===== config.mk =====
export PLATFORM = sky130hd
export DESIGN_NAME = irq_ctrl_flat
export DESIGN_NICKNAME = d
export VERILOG_FILES = /design/src/rtl/irq_ctrl_if.sv /design/src/rtl/irq_ctrl.sv /design/src/flat_wrapper.sv
export SDC_FILE = /design/constraint.sdc
export NUM_CORES = 1
export LEC_CHECK = 0
export BUFFER_PORTS_ARGS = -buffer_cell sky130_fd_sc_hd__buf_2
export CAP_MARGIN = 10
export CORE_ASPECT_RATIO = 0.75
export CORE_MARGIN = 1.5
export CORE_UTILIZATION = 24
export DETAILED_ROUTE_END_ITERATION = 16
export PLACE_DENSITY_LB_ADDON = 0.15
export SLEW_MARGIN = 40
export SYNTH_ARGS = -nofsm -noshare
export SYNTH_HDL_FRONTEND = slang
export SYNTH_SLANG_ARGS = --single-unit

===== constraint.sdc =====
create_clock -name clk -period 4.82 [get_ports clk]
set_input_delay 0.482 -clock clk [delete_from_list [all_inputs] [get_ports clk]]
set_output_delay 0.482 -clock clk [all_outputs]
set_load 0.1 [all_outputs]

===== src/rtl/irq_ctrl_if.sv =====
// irq_ctrl_if: word-addressed register bus between the system bridge and the
// interrupt controller. Bridge drives Addr/WE/Din, controller returns Dout.
interface irq_ctrl_if;
   logic [31:2] Addr;
   logic        WE;
   logic [31:0] Din;
   logic [31:0] Dout;

   modport master (
      output Addr,
      output WE,
      output Din,
      input  Dout
   );

   modport slave (
      input  Addr,
      input  WE,
      input  Din,
      output Dout
   );
endinterface


===== src/rtl/irq_ctrl.sv =====
// irq_ctrl: six-source fixed-priority nesting interrupt controller.
// Ports: clk, reset (sync, active-high), bus (irq_ctrl_if.slave register
// access, Dout combinational), irq_in[5:0] raw lines, cpu_irq registered
// request to CP0. Source 0 has the highest priority.
module irq_ctrl (
   input  logic             clk,
   input  logic             reset,
   irq_ctrl_if.slave        bus,
   input  logic [5:0]       irq_in,
   output logic             cpu_irq
);

   localparam int NSRC = 6;

   localparam logic [2:0] A_MASK   = 3'd0;
   localparam logic [2:0] A_MODE   = 3'd1;
   localparam logic [2:0] A_PEND   = 3'd2;
   localparam logic [2:0] A_ISR    = 3'd3;
   localparam logic [2:0] A_VECTOR = 3'd4;
   localparam logic [2:0] A_CLAIM  = 3'd5;
   localparam logic [2:0] A_EOI    = 3'd6;
   localparam logic [2:0] A_RAW    = 3'd7;

   logic [NSRC-1:0] mask;
   logic [NSRC-1:0] mode;
   logic [NSRC-1:0] pend;
   logic [NSRC-1:0] isr;
   logic [NSRC-1:0] irq_q;

   logic [2:0]      sel;
   logic            wr_mask;
   logic            wr_mode;
   logic            wr_pend;
   logic            wr_claim;
   logic            wr_eoi;

   logic [NSRC-1:0] edge_ev;
   logic [NSRC-1:0] clr;
   logic [NSRC-1:0] cand;
   logic [7:0]      claim_oh;
   logic [NSRC-1:0] claim_vec;
   logic [NSRC-1:0] pend_nxt;
   logic [NSRC-1:0] isr_nxt;
   logic [2:0]      win;
   logic [2:0]      top;
   logic            req;

   // Index of the lowest set bit, or NSRC when the vector is empty.
   function automatic logic [2:0] low_idx(input logic [NSRC-1:0] v);
      logic [2:0] r;
      r = 3'(NSRC);
      for (int i = NSRC - 1; i >= 0; i--) begin
         if (v[i]) r = 3'(i);
      end
      return r;
   endfunction

   assign sel      = bus.Addr[4:2];
   assign wr_mask  = bus.WE && (sel == A_MASK);
   assign wr_mode  = bus.WE && (sel == A_MODE);
   assign wr_pend  = bus.WE && (sel == A_PEND);
   assign wr_claim = bus.WE && (sel == A_CLAIM);
   assign wr_eoi   = bus.WE && (sel == A_EOI);

   assign edge_ev  = irq_in & ~irq_q;
   assign cand     = pend & mask;

   // Index 6 and 7 fall off the top of the one-hot, so they never claim.
   assign claim_oh  = 8'b1 << bus.Din[2:0];
   assign claim_vec = claim_oh[NSRC-1:0] & cand & {NSRC{wr_claim}};

   // Software clears (W1C and claim) only touch edge-mode bits.
   assign clr = ((wr_pend ? bus.Din[NSRC-1:0] : '0) | claim_vec) & mode;

   always_comb begin
      pend_nxt = '0;
      for (int k = 0; k < NSRC; k++) begin
         if (mode[k]) pend_nxt[k] = (pend[k] & ~clr[k]) | edge_ev[k];
         else         pend_nxt[k] = irq_in[k];
      end
   end

   // isr & (isr - 1) drops the lowest set bit; CLAIM and EOI never coincide.
   always_comb begin
      isr_nxt = isr | claim_vec;
      if (wr_eoi) isr_nxt = isr & (isr - 1'b1);
   end

   assign top = low_idx(isr);
   assign win = (cand != '0) ? low_idx(cand) : 3'd0;
   assign req = (cand != '0) && (win < top);

   always_ff @(posedge clk) begin
      if (reset) begin
         mask    <= '0;
         mode    <= '0;
         pend    <= '0;
         isr     <= '0;
         irq_q   <= '0;
         cpu_irq <= 1'b0;
      end else begin
         if (wr_mask) mask <= bus.Din[NSRC-1:0];
         if (wr_mode) mode <= bus.Din[NSRC-1:0];
         pend    <= pend_nxt;
         isr     <= isr_nxt;
         irq_q   <= irq_in;
         cpu_irq <= req;
      end
   end

   always_comb begin
      bus.Dout = '0;
      unique case (sel)
         A_MASK:   bus.Dout[NSRC-1:0] = mask;
         A_MODE:   bus.Dout[NSRC-1:0] = mode;
         A_PEND:   bus.Dout[NSRC-1:0] = pend;
         A_ISR:    bus.Dout[NSRC-1:0] = isr;
         A_VECTOR: bus.Dout = {cpu_irq, 28'd0, cpu_irq ? win : 3'd0};
         A_RAW:    bus.Dout[NSRC-1:0] = irq_q;
         A_CLAIM,
         A_EOI:    bus.Dout = '0;
      endcase
   end

   logic unused_bits;
   assign unused_bits = ^{bus.Addr[31:5], bus.Din[31:NSRC], claim_oh[7:6]};

endmodule


===== src/flat_wrapper.sv =====
// flat-port wrapper written by rule: the top's interface ports become plain ports
module irq_ctrl_flat 
  (clk, reset, irq_in, cpu_irq, bus_Addr, bus_WE, bus_Din, bus_Dout);
  irq_ctrl_if bus_i ();
  input  logic clk;
  input  logic reset;
  input  logic [5:0] irq_in;
  output logic cpu_irq;
  input wire logic [$bits(bus_i.Addr)-1:0] bus_Addr;
  input wire logic [$bits(bus_i.WE)-1:0] bus_WE;
  input wire logic [$bits(bus_i.Din)-1:0] bus_Din;
  output wire logic [$bits(bus_i.Dout)-1:0] bus_Dout;
  assign bus_i.Addr = bus_Addr;
  assign bus_i.WE = bus_WE;
  assign bus_i.Din = bus_Din;
  assign bus_Dout = bus_i.Dout;
  irq_ctrl u_core (.clk(clk), .reset(reset), .bus(bus_i), .irq_in(irq_in), .cpu_irq(cpu_irq));
endmodule

==> metrics, run 1 <==
status complete, no violations; GPL Wtd Cong 0.8571; Tot Pwr ~0.64 mW; residual DRC count 0; Antenna Nets Post-Route 0; #FFs+latches synth 31; RSZ-0062 raised after global routing no; Vias/cell 4.618; clk slew on worst S/H paths 0.07 ns; Synthesis Warnings 0; Clock Skew 0.01224 ns; antenna cells 0; Max-Cap Viols 0; most frequent cells in the layout dfxtp_1 (31), nand2_1 (27), conb_1 (25), buf_2 (25), nor2_1 (21); commonest non-fill, non-tap cell in the layout dfxtp_1; Die Ht between 80 and 90 um; number of CTS-inserted buffers 5; Sinks on Clock Net 31; Cell variety after synth 45; Clock Latency Late Sink roughly 0.28 ns; port bufs 25; max-slew violations 0; core region area 0.007533 mm^2; setup TNS 0 ns; Wirelength per Cell approximately 15 um; design area roughly 0.0021 mm^2; ys flop type dfxtp_1; Layout Utilization 0.2789; Synth area leaders dfxtp_1 (33%), buf_4 (10%), mux2i_1 (9.4%); via count between 1,500 and 2,000; FFs w/ async S/R, synth 0; Initial Utilization 0.2534; Final Hold Viols 0; CTS H-tree lvls 2; Seq/Total Area, Yosys 0.3250; chip width around 110 um; post-route minimum period 2.615 ns; setup ws final approximately 2.2 ns; Synth top area share 0.3250; CTS tree yes; Post-synth EDFFs 0; crit path capture type output pin; root buffer cell clkbuf_8; Worst EP arrival approximately 2.1 ns; pre-CTS setup slack between 2 and 2.5 ns; clock tree buffer depth 2; initial antenna violation count 0; CP max FO 21; Mapped Cells 225; ratio of cells with drive above 1 in the final layout 0.1538; Final Net Count approximately 320; # hold bufs at CTS 0; Setup Buffers After CTS 0; final wirelength 5343 um; Pleak 0.8328 nW; detailed placement HPWL ~3800 um; relative slew slack 0.5101; vias in the first global route between 1,500 and 2,000; area delta synth->final 10.03%; Least-Margin Pin Slew between 0.7 and 0.8 ns; peak supply drop slightly above 0.00009 V; Netlist Area Pre-Place between 0.0015 and 0.002 mm^2; PwrDens 303.4 mW/mm^2; final worst-path cycle share 0.5425; f_max about 380 MHz; critical path class in2out; critical path startpoint category input port; first-pass GRT wire length between 8000 and 9000 um; leading area contributor after synthesis dfxtp_1; GRT Util Overall 0.1363; WP data required around 4.3 ns; drt pass-1 iters 6; Mean Syn Cell Area about 8.5 um^2; die area around 0.0085 mm^2; row cnt 27; area post-placement 0.002019 mm^2; pin count of the biggest net entering global routing 32; worst min path class in2reg; CTS-repair resized insts 0; io pins 104; Starting DRT DRC Count 64; Final setup viols 0; GRT overflow 0
## power by group
part / internal [mW] / switching (mW) / total, mW
Sequential: 0.264 / 0.00857 / 0.273
Combinational: 0.0244 / 0.140 / 0.164
Clock: 0.101 / 0.0991 / 0.200
## through the flow
step | instances | hold WS [ns]
after floorplan | 249 | 0.4682
after global placement | 340 | 0.4974
after detailed placement | 340 | 0.4974
after CTS | 348 | 0.4597
after global routing | 348 | 0.4655
final | 348 | 0.4632
## cells in the mapped netlist (all sizes together), types with 3 or more instances
library cell / instances
buf: 33
dfxtp: 31
nand2: 27
nor2: 21
mux2i: 18
a22o: 8
a21oi: 7
a211oi: 6
nor2b: 6
nor3: 6
o21ai: 6
mux2: 5
nand4: 5
inv: 4
nand3: 4
nor3b: 4
a221o: 3
clkbuf: 3
## worst paths after layout
check,from,end,slack (ns),cells past startpoint
worst max-delay path,bus_Addr[2],bus_Dout[0],2.21,6
worst min-delay path,irq_in[2],u_core.irq_q[2],0.46,2
worst max register to register,u_core.pend[2],u_core.cpu_irq,3.08,7
worst min register to register,u_core.irq_q[2],u_core.pend[2],0.51,2
## worst max-delay path: stages
cell	delay (ns)
buf_2	0.38
mux2_2	0.39
a22o_1	0.22
a221oi_1	0.23
o21ai_0	0.13
buf_2	0.31
## sequential cells by signal, summed over array words and instances (netlist names)
name / count
u_core.mask: 6
u_core.pend: 6
u_core.mode: 6
u_core.irq_q: 6
u_core.isr: 6
u_core.cpu_irq: 1
## logic make-up after synthesis
kind of cell / count (synthesis) / share of synthesized area
other: 1 / 0.001964
adder cells (fa/ha/maj): 2 / 0.01310
flip-flops: 31 / 0.3250
buffers and inverters: 40 / 0.1363
AND/OR/NAND/NOR: 84 / 0.2281
AO/OA/AOI/OAI: 44 / 0.1717
multiplexers: 23 / 0.1238
## metal layers
layer / wire [um] / vias to the layer above / GRT usage
li1: - / 805 / -
met1: 2907 / 750 / 0.2026
met2: 2136 / 48 / 0.1955
met3: 263 / 4 / 0.03328
met4: 36 / 0 / 0.02838
met5: 0 / - / 0
## cell type report
cell class,instances,area (um^2)
multi-input combinational,178,1125
tap,101,126.4
clock buffer,7,76.32
inverter,4,15.01
fill,854,5433
clock inverter,1,5.005
sequential,31,620.6
timing repair buffer,26,132.6
No activity file was read; power rests on OpenSTA's default activity.
==> inputs of run 2 (changes only) <==
clock period = 2.2 ns   (was 4.82 ns; I/O delays follow)
==> metrics, run 2 (synthesis gave the netlist of run 1 again) <==
Tot Pwr around 1.5 mW; peak supply drop about 0.0003 V; CTS H-tree lvls 2; Wirelength per Cell 15.33 um; Clock Latency Late Sink about 0.29 ns; CP max stage delay about 0.44 ns; relative slew slack 0.5615; area delta synth->final 19.99%; clock tree buffer depth 2; final worst-path cycle share 0.9722; Final Net Count ~330; antenna cells 0; root buffer cell clkbuf_8; final wirelength ~5500 um; Starting DRT DRC Count 107; GPL Wtd Cong slightly above 0.8; status complete, no violations; chip width roughly 110 um; Vias/cell approximately 4.7; CTS-repair resized insts 0; worst min path class in2reg; Die Ht 80.25 um; Worst EP arrival ~1.9 ns; GRT overflow 0; max-slew violations 0; dpl cells roughly 350; area post-placement ~0.0022 mm^2; f_max roughly 470 MHz; crit path capture type output pin; Clock Skew 0.009976 ns; # hold bufs at CTS 0; detailed placement HPWL between 3000 and 4000 um; FF-to-FF path depth 7; setup TNS 0 ns; WP data required 1.98 ns; final cell count without fillers ~360; Sinks on Clock Net 31; critical path startpoint category flop; critical path class reg2out; clk slew on worst S/H paths around 0.070 ns; die area between 0.008 and 0.009 mm^2; CTS tree yes; most frequent cells in the layout dfxtp_1 (30), nand2_1 (27), conb_1 (25); Setup Buffers After CTS 0; pin count of the biggest net entering global routing 32; row cnt 27; Max-Cap Viols 0; first-pass GRT wire length 8618 um; post-route minimum period roughly 2.1 ns; PwrDens approximately 670 mW/mm^2; hold depth 2; initial antenna violation count 0; slowest CP cell a222oi_1; commonest non-fill, non-tap cell in the layout dfxtp_1; Final setup viols 0; Layout Utilization 0.3041; design area about 0.0023 mm^2; port bufs 25; residual DRC count 0; RSZ-0062 raised after global routing no; Initial Utilization 0.2534; io pins between 100 and 150; number of CTS-inserted buffers 5; Pleak ~0.9 nW; Antenna Nets Post-Route 0; vias in the first global route 1,572; CP Cell Sequence nand2_1 -> a222oi_1 -> nand2b_1 -> a32oi_4 -> buf_12; ratio of cells with drive above 1 in the final layout 0.2070; CP max FO 5; Least-Margin Pin Slew roughly 0.66 ns; via count ~1,700; Final Hold Viols 0; GRT Util Overall 0.1352; drt pass-1 iters 4; core region area around 0.0075 mm^2
[run 2: path summary, 6_finish.rpt]
path | from | end | slack [ns]
setup / recovery | u_core.mask[2] | bus_Dout[1] | 0.06
hold / removal | irq_in[3] | u_core.irq_q[3] | 0.19
setup reg to reg | u_core.mask[2] | u_core.cpu_irq | 0.42
hold reg to reg | u_core.irq_q[1] | u_core.pend[1] | 0.51
[run 2: through the flow]
stage | setup WS, ns | hold slack [ns]
after CTS | 0.06097 | 0.1833
after detailed placement | 0.2785 | 0.4839
after global placement | 0.2677 | 0.4854
after global routing | 0.002518 | 0.1989
final | 0.06125 | 0.1879
after floorplan | 0.1243 | 0.3028
[run 2: routing by layer]
metal / routed length [um] / vias up / global-route usage
li1: - / 825 / -
met5: 0 / - / 0
met4: 59 / 0 / 0.04054
met2: 2187 / 51 / 0.1870
met3: 327 / 7 / 0.03003
met1: 2897 / 787 / 0.2035
[run 2: area by class of cell]
cell class / instances / area, um^2
sequential: 31 / 621.8
clock buffer: 6 / 72.57
clock inverter: 1 / 30.03
multi-input combinational: 178 / 1154
inverter: 4 / 18.77
timing repair buffer: 36 / 267.8
tap: 101 / 126.4
fill: 835 / 5243
[run 2: power breakdown]
part           leakage, nW  switching (mW)  total (mW)  internal, mW
clock network       0.0513           0.216       0.547         0.332
logic                0.597           0.317       0.394        0.0772
registers            0.254          0.0155       0.594         0.579
[run 2: worst max-delay path: cells and delay by family (launching register included)]
kind | cells | cell delay (ns)
AOI/OAI and AO/OA | 2 | 0.69
buffers and inverters | 1 | 0.20
DFF | 1 | 0.36
and+or+nand+nor | 2 | 0.36
==> inputs of run 3 (changes only) <==
REMOVE_ABC_BUFFERS = 1   (was unset)
clock period = 2.74 ns   (was 2.2 ns; I/O delays follow)
==> metrics, run 3 (synthesis gave the netlist of run 1 again) <==
relative slew slack 0.5328; Wirelength per Cell ~15 um; Final Hold Viols 0; Pleak ~0.84 nW; worst min path class in2reg; clk slew on worst S/H paths ~0.06 ns; Antenna Nets Post-Route 0; most frequent cells in the layout dfxtp_1 (31), nand2_1 (27), conb_1 (25), buf_2 (25), nor2_1 (21); CP max FO 5; clock tree buffer depth 2; register area a little over 600 um^2; root buffer cell clkbuf_8; ratio of cells with drive above 1 in the final layout 0.1579; CTS tree yes; CP max stage delay approximately 0.47 ns; residual DRC count 0; slowest CP cell buf_2; critical path startpoint category flop; PwrDens 522.9 mW/mm^2; pre-CTS setup slack around 0.50 ns; status complete, no violations; core region area 0.007533 mm^2; Final Net Count around 320; vias in the first global route about 1,400; area occupied by multi-input gates between 0.001 and 0.0015 mm^2; critical path class reg2out; Critical Path End bus_Dout[1]; setup ws final around 0.41 ns; RSZ-0062 raised after global routing no; row cnt 27; port bufs 25; WP data required around 2.5 ns; crit path capture type output pin; die area 0.008505 mm^2; initial antenna violation count 0; drt pass-1 iters 5; Max-Cap Viols 0; final worst-path cycle share 0.8498; GRT Util Overall 0.1286; Layout Utilization 0.2797; Clock Skew roughly 0.0035 ns; r2r startpoint u_core.pend[2]; GPL Wtd Cong 0.7821; pin count of the biggest net entering global routing 32; Final setup viols 0; Vias/cell approximately 4.6; CP Cell Sequence nand2_1 -> a222oi_1 -> nand2b_1 -> a32oi_1 -> buf_2; Die Ht about 80 um; final wirelength a little over 5000 um; via count 1,591; post-route minimum period approximately 2.3 ns; chip width roughly 110 um; Starting DRT DRC Count 82; io pins 104; CP Launch Point u_core.mask[3]; FF-to-FF path depth 7; Worst EP arrival 2.05 ns; number of CTS-inserted buffers 5; CTS-repair resized insts 0; # hold bufs at CTS 0; Sinks on Clock Net 31; R2R setup slack about 0.93 ns; antenna cells 0; Clock Latency Late Sink approximately 0.28 ns; FF-to-FF End u_core.cpu_irq; peak supply drop around 0.00017 V; Setup Buffers After CTS 0; area delta synth->final 10.35%; hold depth 2; Initial Utilization 0.2534; GRT overflow 0; detailed placement HPWL around 3800 um; Layout fillers roughly 840; Least-Margin Pin Slew between 0.6 and 0.7 ns; first-pass GRT wire length just over 8000 um; f_max 429.5 MHz; commonest non-fill, non-tap cell in the layout dfxtp_1; max-slew violations 0; CTS H-tree lvls 2
-- run 3: per-stage QoR --
stage	cell area (um^2)	total power [mW]	TNS, ns	std cells	hold slack (ns)
floorplan	1754	0.7161	-1.552	213	0.3431
global placement	2034	0.7802	0	342	0.4881
detailed placement	2034	0.7803	0	342	0.4919
CTS	2107	1.116	0	348	0.2504
global route	2107	1.147	0	348	0.2541
finish	2107	1.102	0	348	0.2575
-- run 3: critical path, delay by kind of cell, from the launching register on --
| kind | cells | cell delay, ns |
|---|---|---|
| AO/OA/AOI/OAI | 2 | 0.64 |
| buffers and inverters | 1 | 0.47 |
| flip-flops | 1 | 0.41 |
| AND/OR/NAND/NOR | 2 | 0.25 |
-- run 3: area by class of cell --
class / instances / share of cell area
clock buffers: 6 / 0.03444
inverters: 4 / 0.007126
multi-input cells: 178 / 0.5338
flip-flops and latches: 31 / 0.2945
well taps: 101 / 0.05998
repair buffers: 28 / 0.07007
-- run 3: power by group --
part           total, mW  switching, mW  internal, mW  leakage, nW
logic              0.291          0.246        0.0447        0.547
clock network      0.331          0.162         0.169       0.0371
registers          0.480         0.0150         0.465        0.254
total               1.10          0.423         0.678        0.837
-- run 3: worst min path at each step --
stage	start	to	slack, ns
floorplan	reset	u_core.isr[1]	0.34
global placement	u_core.irq_q[1]	u_core.pend[1]	0.49
detailed placement	u_core.irq_q[1]	u_core.pend[1]	0.49
CTS	irq_in[4]	u_core.irq_q[4]	0.25
global route	irq_in[2]	u_core.irq_q[2]	0.25
finish	irq_in[1]	u_core.irq_q[1]	0.26
-- run 3: layer usage --
metal	global-route usage	up-vias	share of wire
li1	-	806	-
met5	0	-	0
met4	0.04459	0	0.0077
met3	0.03247	4	0.058
met1	0.1863	732	0.54
met2	0.1818	49	0.40
